==> src/rtl/serial_shift_pkg.sv <==
// Shared definitions for the serial shift-out driver.
//   - ss_state_e : frame sequencer states
//   - ss_clog2   : ceil(log2(val)), 0 for val <= 1
//   - ss_cnt_w   : width of a down/up counter that must hold max(a, b) - 1, at least 1 bit
package serial_shift_pkg;

  typedef enum logic [1:0] {
    StIdle,
    StShift,
    StLatch
  } ss_state_e;

  localparam int unsigned SsDefDataW  = 64;
  localparam int unsigned SsDefClkDiv = 4;

  function automatic int unsigned ss_clog2(input int unsigned val);
    int unsigned w;
    w = 0;
    for (int unsigned i = 0; i < 32; i++) begin
      if ((64'd1 << i) < 64'(val)) begin
        w = i + 1;
      end
    end
    return w;
  endfunction

  function automatic int unsigned ss_cnt_w(input int unsigned a, input int unsigned b);
    int unsigned m;
    int unsigned w;
    m = (a > b) ? a : b;
    w = ss_clog2(m);
    return (w == 0) ? 1 : w;
  endfunction

endpackage

==> src/rtl/serial_shift_tick.sv <==
// Half-period timer for the serial clock.
//   i_clk       system clock
//   i_rst       synchronous active-high reset
//   i_en        count enable (frame active); when low the counter and phase are held at 0
//   i_phase_en  allow o_phase to toggle on each half tick (shifting only)
//   o_half_tick one-cycle pulse every CLK_DIV enabled cycles
//   o_phase     serial clock phase, registered
module serial_shift_tick
  import serial_shift_pkg::*;
#(
  parameter int unsigned CLK_DIV = SsDefClkDiv,
  parameter int unsigned CNT_W   = ss_cnt_w(CLK_DIV, 1)
) (
  input  logic i_clk,
  input  logic i_rst,
  input  logic i_en,
  input  logic i_phase_en,
  output logic o_half_tick,
  output logic o_phase
);

  logic [CNT_W-1:0] r_div_cnt;
  logic [CNT_W-1:0] w_div_cnt_d;
  logic             r_phase;
  logic             w_phase_d;
  logic             w_half_tick;

  assign w_half_tick = i_en && (r_div_cnt == CNT_W'(CLK_DIV - 1));

  always_comb begin
    w_div_cnt_d = r_div_cnt;
    w_phase_d   = r_phase;
    if (!i_en) begin
      w_div_cnt_d = '0;
      w_phase_d   = 1'b0;
    end else if (w_half_tick) begin
      w_div_cnt_d = '0;
      // Phase is frozen while latching so s_clk stays low through LATCH.
      if (i_phase_en) begin
        w_phase_d = ~r_phase;
      end
    end else begin
      w_div_cnt_d = r_div_cnt + 1'b1;
    end
  end

  always_ff @(posedge i_clk) begin
    if (i_rst) begin
      r_div_cnt <= '0;
      r_phase   <= 1'b0;
    end else begin
      r_div_cnt <= w_div_cnt_d;
      r_phase   <= w_phase_d;
    end
  end

  assign o_half_tick = w_half_tick;
  assign o_phase     = r_phase;

endmodule

==> src/rtl/serial_shift_drv.sv <==
// Serial shift-out driver for external shift-register chains (7-seg and LED).
// Captures i_din on a rising edge of i_start, clocks it out on o_s_clk/o_s_dout
// at a divided rate, then raises o_s_pen to latch the chain.
//   i_clk     system clock
//   i_rst     synchronous active-high reset
//   i_start   frame request, rising edge detected internally
//   i_din     frame data, captured on the accepted edge
//   o_busy    frame in progress
//   o_done    one-cycle pulse at frame completion
//   o_s_clk   serial clock, data valid on its rising edge
//   o_s_dout  serial data
//   o_s_pen   latch / output enable, rising edge latches the chain
//   o_s_clrn  chain clear, active-low
// Optional build macro SERIAL_SHIFT_PENDING_EN: one-deep pending frame slot for
// start edges arriving while busy (last edge wins).
module serial_shift_drv
  import serial_shift_pkg::*;
#(
  parameter int unsigned DATA_W    = SsDefDataW,
  parameter int unsigned CLK_DIV   = SsDefClkDiv,
  parameter bit          MSB_FIRST = 1'b1
) (
  input  logic              i_clk,
  input  logic              i_rst,
  input  logic              i_start,
  input  logic [DATA_W-1:0] i_din,
  output logic              o_busy,
  output logic              o_done,
  output logic              o_s_clk,
  output logic              o_s_dout,
  output logic              o_s_pen,
  output logic              o_s_clrn
);

  localparam int unsigned CntW = ss_cnt_w(CLK_DIV, DATA_W);

  ss_state_e         r_state;
  ss_state_e         w_state_d;
  logic              r_start_q;
  logic [DATA_W-1:0] r_sreg;
  logic [DATA_W-1:0] w_sreg_d;
  logic [DATA_W-1:0] w_sreg_shift;
  logic [CntW-1:0]   r_bit_cnt;
  logic [CntW-1:0]   w_bit_cnt_d;
  logic              r_busy;
  logic              w_busy_d;
  logic              r_done;
  logic              w_done_d;
  logic              r_s_pen;
  logic              w_s_pen_d;
  logic              r_s_clrn;
  logic              w_edge;
  logic              w_half_tick;
  logic              w_phase;

`ifdef SERIAL_SHIFT_PENDING_EN
  logic              r_pend;
  logic              w_pend_d;
  logic [DATA_W-1:0] r_pend_din;
  logic [DATA_W-1:0] w_pend_din_d;
`endif

  assign w_edge = i_start & ~r_start_q;

  // The outgoing bit always sits at the head of the shift register.
  assign w_sreg_shift = MSB_FIRST ? (r_sreg << 1) : (r_sreg >> 1);
  assign o_s_dout     = MSB_FIRST ? r_sreg[DATA_W-1] : r_sreg[0];

  serial_shift_tick #(
    .CLK_DIV (CLK_DIV),
    .CNT_W   (CntW)
  ) u_tick (
    .i_clk       (i_clk),
    .i_rst       (i_rst),
    .i_en        (r_state != StIdle),
    .i_phase_en  (r_state == StShift),
    .o_half_tick (w_half_tick),
    .o_phase     (w_phase)
  );

  always_comb begin
    w_state_d   = r_state;
    w_sreg_d    = r_sreg;
    w_bit_cnt_d = r_bit_cnt;
    w_busy_d    = r_busy;
    w_done_d    = 1'b0;
    w_s_pen_d   = r_s_pen;
`ifdef SERIAL_SHIFT_PENDING_EN
    w_pend_d     = r_pend;
    w_pend_din_d = r_pend_din;
    if (w_edge && (r_state != StIdle)) begin
      w_pend_d     = 1'b1;
      w_pend_din_d = i_din;
    end
`endif
    unique case (r_state)
      StIdle: begin
        if (w_edge) begin
          w_state_d   = StShift;
          w_sreg_d    = i_din;
          w_bit_cnt_d = CntW'(DATA_W - 1);
          w_busy_d    = 1'b1;
          w_s_pen_d   = 1'b0;
        end
      end
      StShift: begin
        // Covers a frame launched straight from LATCH: pen must drop again
        // so the next completion produces a fresh rising edge.
        w_s_pen_d = 1'b0;
        // Advance on the high->low transition of s_clk.
        if (w_half_tick && w_phase) begin
          if (r_bit_cnt == '0) begin
            w_state_d = StLatch;
          end else begin
            w_sreg_d    = w_sreg_shift;
            w_bit_cnt_d = r_bit_cnt - 1'b1;
          end
        end
      end
      StLatch: begin
        if (w_half_tick) begin
          w_s_pen_d = 1'b1;
          w_done_d  = 1'b1;
`ifdef SERIAL_SHIFT_PENDING_EN
          // An edge in this very cycle is newer than anything already stored.
          if (r_pend || w_edge) begin
            w_state_d   = StShift;
            w_sreg_d    = w_edge ? i_din : r_pend_din;
            w_bit_cnt_d = CntW'(DATA_W - 1);
            w_pend_d    = 1'b0;
          end else begin
            w_state_d = StIdle;
            w_busy_d  = 1'b0;
          end
`else
          w_state_d = StIdle;
          w_busy_d  = 1'b0;
`endif
        end
      end
      default: begin
        w_state_d = StIdle;
      end
    endcase
  end

  always_ff @(posedge i_clk) begin
    if (i_rst) begin
      r_state   <= StIdle;
      // Loading the live level means a start held through reset is not an edge.
      r_start_q <= i_start;
      r_sreg    <= '0;
      r_bit_cnt <= '0;
      r_busy    <= 1'b0;
      r_done    <= 1'b0;
      r_s_pen   <= 1'b0;
      r_s_clrn  <= 1'b0;
    end else begin
      r_state   <= w_state_d;
      r_start_q <= i_start;
      r_sreg    <= w_sreg_d;
      r_bit_cnt <= w_bit_cnt_d;
      r_busy    <= w_busy_d;
      r_done    <= w_done_d;
      r_s_pen   <= w_s_pen_d;
      r_s_clrn  <= 1'b1;
    end
  end

`ifdef SERIAL_SHIFT_PENDING_EN
  always_ff @(posedge i_clk) begin
    if (i_rst) begin
      r_pend     <= 1'b0;
      r_pend_din <= '0;
    end else begin
      r_pend     <= w_pend_d;
      r_pend_din <= w_pend_din_d;
    end
  end
`endif

  assign o_busy   = r_busy;
  assign o_done   = r_done;
  assign o_s_clk  = w_phase;
  assign o_s_pen  = r_s_pen;
  assign o_s_clrn = r_s_clrn;

endmodule

==> config.mk <==
export PLATFORM = sky130hd
export DESIGN_NAME = serial_shift_drv
export DESIGN_NICKNAME = d
export VERILOG_FILES = /design/src/rtl/serial_shift_pkg.sv /design/src/rtl/serial_shift_tick.sv /design/src/rtl/serial_shift_drv.sv
export SDC_FILE = /design/constraint.sdc
export NUM_CORES = 1
export LEC_CHECK = 0
export ABC_AREA = 1
export BUFFER_PORTS_ARGS = -buffer_cell sky130_fd_sc_hd__buf_2
export CAP_MARGIN = 20
export CORE_MARGIN = 1
export CORE_UTILIZATION = 60
export DETAILED_ROUTE_END_ITERATION = 7
export PLACE_DENSITY = 0.81
export SYNTH_ARGS = -nofsm -noshare
export SYNTH_HDL_FRONTEND = slang
export SYNTH_SLANG_ARGS = --single-unit
==> constraint.sdc <==
create_clock -name i_clk -period 3.3 [get_ports i_clk]
set_clock_uncertainty 0.05 [all_clocks]
set_input_delay 0.165 -clock i_clk [delete_from_list [all_inputs] [get_ports i_clk]]
set_output_delay 0.165 -clock i_clk [all_outputs]
set_load 0.01 [all_outputs]
# Word level (Yosys, flattened, before mapping)
# Index checks and enable logic that the tools add are counted.
# word_totals
input_bits	67
register_bits	84
word_cells	62
# classes
add_sub_neg	2
mux	21
n_reduce_logical	16
n_bitwise	5
eq_ne	8
# op_table
operator	count
64-bit two-way mux	3
64-bit one-hot mux with 2 select lines	1
6-bit two-way mux	3
6-bit one-hot mux with 2 select lines	1
2-bit != test (second input constant)	5
2-bit two-way mux	4
4-bit AND reduction	2
6-bit by 1-bit adder with 6-bit output (second input constant)	1
6-bit by 2-bit equality test with 1-bit output (second input constant)	1
6-bit logical NOT	1
1-bit two-way mux	6
2-bit one-hot mux with 3 select lines	1
3-bit AND reduction	2
2-bit nonzero test	3
6-bit by 1-bit subtractor with 6-bit output (second input constant)	1
1-bit inverter	4
2-bit OR reduction	2
1-bit one-hot mux with 3 select lines	1
3-bit nonzero test	1
3-bit OR reduction	1
2-bit by 1-bit equality test with 1-bit output (second input constant)	1
2-bit equality test (second input constant)	1
1-bit logical AND	2
2-bit logical NOT	1
other kinds (3)	3

# Longest topological paths before layout
# depth
word_depth	5
mapped_depth	11
ltp_nobuf	9

# Cells and area by module
# From an unflattened synthesis, not the netlist that was laid out.
# unflattened
cells_unflattened	624
hier_area_um2	3936.3
# by_module_without_submodules
module	area_per_inst_um2	n_inst	cells_per_inst	seq_area_each_um2
serial_shift_drv	3607.2	1	579	1541.5
serial_shift_tick	329.1	1	45	140.1

# Least setup slack after synthesis
# Ideal clock, no wire load.
# synth_timing
path_kind	flip-flop to flip-flop
startpoint	register r_bit_cnt[0]
endpoint	register r_sreg[14]
arrival_ps	1373
synth_period_minus_slack_ps	1535
setup_ps	113
stages_incl_launch_ff	11
path_slack_ps	1765
cell_sequence	dfxtp_1 > inv_1 > ha_1 > nand3_1 > nor2_1 > nor2_1 > buf_2 > buf_2 > nand3b_1 > nand2_1 > nor2_1
# synth_via
elab_chain_cells	3
# synth_rtl
item	line	rtl
from (decl)	serial_shift_drv.sv:43	logic [CntW-1:0] r_bit_cnt;
from (signal assigned)	serial_shift_drv.sv:162	r_bit_cnt <= w_bit_cnt_d;
6-bit logical NOT	serial_shift_drv.sv:112	if (r_bit_cnt == '0) begin
2-bit != test (no source line)	n/a	
4-bit AND reduction (no source line)	n/a	
to (signal assigned)	serial_shift_drv.sv:161	r_sreg <= w_sreg_d;
to (decl)	serial_shift_drv.sv:40	logic [DATA_W-1:0] r_sreg;
# Every way passes these cells.
# A chain may end at the register's enable or synchronous reset.

# Final worst setup path
# layout_timing
startpoint	register r_state[0]
endpoint	register r_bit_cnt[5]
# layout_via
elab_chain_cells	5
word_cells_on_any_way	11
classes_between	4 x eq/ne; 1 x mux; 6 x reduce/logical
# layout_rtl
item	line	rtl
from (decl)	serial_shift_drv.sv:37	ss_state_e r_state;
from (signal assigned)	serial_shift_drv.sv:149	r_state <= StIdle;
from (signal assigned)	serial_shift_drv.sv:159	r_state <= w_state_d;
2-bit nonzero test	serial_shift_drv.sv:75	.i_en (r_state != StIdle),
1-bit logical AND	serial_shift_tick.sv:28	assign w_half_tick = i_en && (r_div_cnt == CNT_W'(CLK_DIV - 1));
1-bit logical AND	serial_shift_drv.sv:111	if (w_half_tick && w_phase) begin
2-bit != test (no source line)	n/a	
4-bit AND reduction (no source line)	n/a	
# Several ways; a longest one is shown, not always the timed one.

==> metrics <==
outcome finished clean; DRC 0; fillers 637; CTS tree built; die area 7620 um2; LEAKAGE 2.44 nW; GRT overflow 0; first-pass iteration count of the detailed router 4; clk root buf clkbuf_8; total number of vias 4054; Synthesized Nets 747; die width 87.3 um; flip-flop and latch area 1680 um2; Setup TNS 0 ns; Final setup viols 0; Yosys cell types 24; CP Cell Sequence inv_1 > nor2_4 > inv_2 > nor2_1 > nand3_1 > nor2_1 > nor2_1; Die Y 87.3 um; pin count of the biggest net entering global routing 65; most frequent cell on the critical path nor2_1; Clock Pin Slew Worst Setup and Hold Paths 0.08 ns; final net count 794; initial core utilization 63.2%; critical path's largest stage delay 0.54 ns; Max Freq 424 MHz; final hold violations 0; Post-DP HPWL 5470 um; antenna fix cells 0; Pwr Density 575 nW/um2; Peak VDD IR 326 uV; average wire per standard cell 11.1 um; Gates resized, CTS repair 0; fin. max-slew vios 0; site row count 30; GRT Total Usage 24.9%; total wire length 9140 um; H-tree levels 3; commonest non-fill, non-tap cell in the layout nand2_1; number of antenna violations at the first check in global routing 0; final antenna-violating net count 0; vias in the first global route 3613; Slowest cell on crit path inv_2; synth warn 0; Hold Buf Count CTS 1; CORE AREA 6910 um2; most frequent cells in the layout 277 x nand2_1, 156 x nor2_1, 84 x dfxtp_1; FF+latch count, synth 84; clock sink total 84; Area growth, synth to finish 11.6%; Max Cap Violations 0; fin crit period 2.36 ns; Mapped Area 4360 um2; min-delay worst type input pin to flip-flop; setup slack, reg-to-reg 0.94 ns; WP data required 3.49 ns; signal arrival time at the worst endpoint 2.55 ns; critical path fanouts, max 64; Final period util 71.5%; maximum clock path buffer count 2; vias per std cell 4.92; layout cell share with drive strength beyond 1 14.0%; later-pin clock latency in the skew report 0.35 ns; footprint of the multi-input gates 2390 um2; RSZ-0062 raised after global routing false; Least-Margin Pin Slew 1.04 ns; I/O pins 73; CP startpoint kind flip-flop; buffer count from post-CTS setup fixing 0; CP Capture Type flip-flop; Mapped Cells 677; Slew headroom 31.0%; port bufs 72; DP Cell Count 808; initial drt markers 207; Syn Area/Cell 6.44 um2; gpl congestion 0.773; global-route wire length before repair 15100 um; total CTS buffers 9; register area share after synthesis 38.5%; Setup CP Type flip-flop to flip-flop; final non-filler cell total 824
-- synth_stat cells --
cell	number	area share, %
or2_2	2	0.29
nor2_2	2	0.29
inv_1	13	1.1
ha_1	3	0.86
inv_2	4	0.34
nor2_4	2	0.52
nand3b_1	63	11
nand3_1	6	0.69
nor2_1	157	14
nand2_2	1	0.14
buf_1	6	0.52
buf_4	5	0.86
nand3_4	1	0.40
a21oi_1	7	0.80
o21ai_0	3	0.34
o21ai_2	1	0.20
xor2_1	5	1.0
nand4_1	3	0.43
dfxtp_1	84	39
nand2_1	277	24
xnor2_1	1	0.20
clkbuf_1	5	0.43
buf_2	20	2.3
buf_6	6	1.5
-- worst max-delay path: cells and delay by family, from the launching register on --
kind | cells | cell delay (ns)
buffers and inverters | 2 | 0.65
DFF | 1 | 0.42
and+or+nand+nor | 5 | 1.14
-- report_power, final --
part           internal [mW]  leakage [nW]  switching (mW)
clock                  0.424        0.0977           0.343
sequential              1.17         0.693          0.0783
combinational          0.301          1.65           0.485
-- registers in the layout, summed over array words and instances, names as in the netlist --
signal and count:
o_s_pen 1, o_done 1, r_sreg 64, r_start_q 1, o_s_clrn 1, o_busy 1, u_tick.r_div_cnt 6, r_state 2
r_bit_cnt 6, u_tick.o_phase 1
-- stage by stage --
stage	util (%)	cell area [um2]	hold WS [ns]	setup slack, ns	power (mW)
after floorplan	-	4360	0.143	1.76	1.91
after global placement	67.5	4660	0.233	1.06	2.02
after detailed placement	67.5	4660	0.238	0.953	2.05
after CTS	70.5	4870	0.0152	0.937	2.82
after global routing	70.5	4870	0.0271	0.673	2.99
final	70.5	4870	0.0204	0.939	2.80
-- per-layer routing --
| metal | wire length [um] | global-route usage, % |
|---|---|---|
| met1 | 4340 | 30.4 |
| met5 | 0 | 0 |
| met3 | 415 | 4.74 |
| met2 | 4300 | 43.5 |
| met4 | 82 | 8.64 |
-- cell type report --
| class | instances | area share, % |
|---|---|---|
| flip-flops and latches | 84 | 34.5 |
| inverters | 17 | 1.31 |
| multi-input cells | 534 | 49.0 |
| clock buffers | 13 | 2.85 |
| repair buffers | 78 | 8.63 |
| well taps | 96 | 2.47 |
| clock inverters | 2 | 1.23 |
-- final timing paths --
| check | startpoint | endpoint | cells past startpoint |
|---|---|---|---|
| worst min-delay path | i_rst | r_state[1]$_SDFFE_PP0P_ | 2 |
| worst min register to register | u_tick.r_div_cnt[0]$_SDFF_PP0_ | u_tick.r_div_cnt[0]$_SDFF_PP0_ | 1 |
| worst max-delay path | r_state[0]$_SDFFE_PP0P_ | r_bit_cnt[5]$_SDFFE_PP0P_ | 7 |
| worst max register to register | r_state[0]$_SDFFE_PP0P_ | r_bit_cnt[5]$_SDFFE_PP0P_ | 7 |
-- cells by family (layout without fill, tap and decap cells) --
logic type | count (synthesis) | in the layout | synth area share [%]
AO/OA/AOI/OAI | 11 | 11 | 1.35
XOR/XNOR | 6 | 6 | 1.20
adder cells (fa/ha/maj) | 3 | 3 | 0.860
buffers and inverters | 59 | 110 | 7.11
flip-flops | 84 | 84 | 38.5
AND/OR/NAND/NOR | 514 | 514 | 50.9
Power figures use the tool's default switching activity.
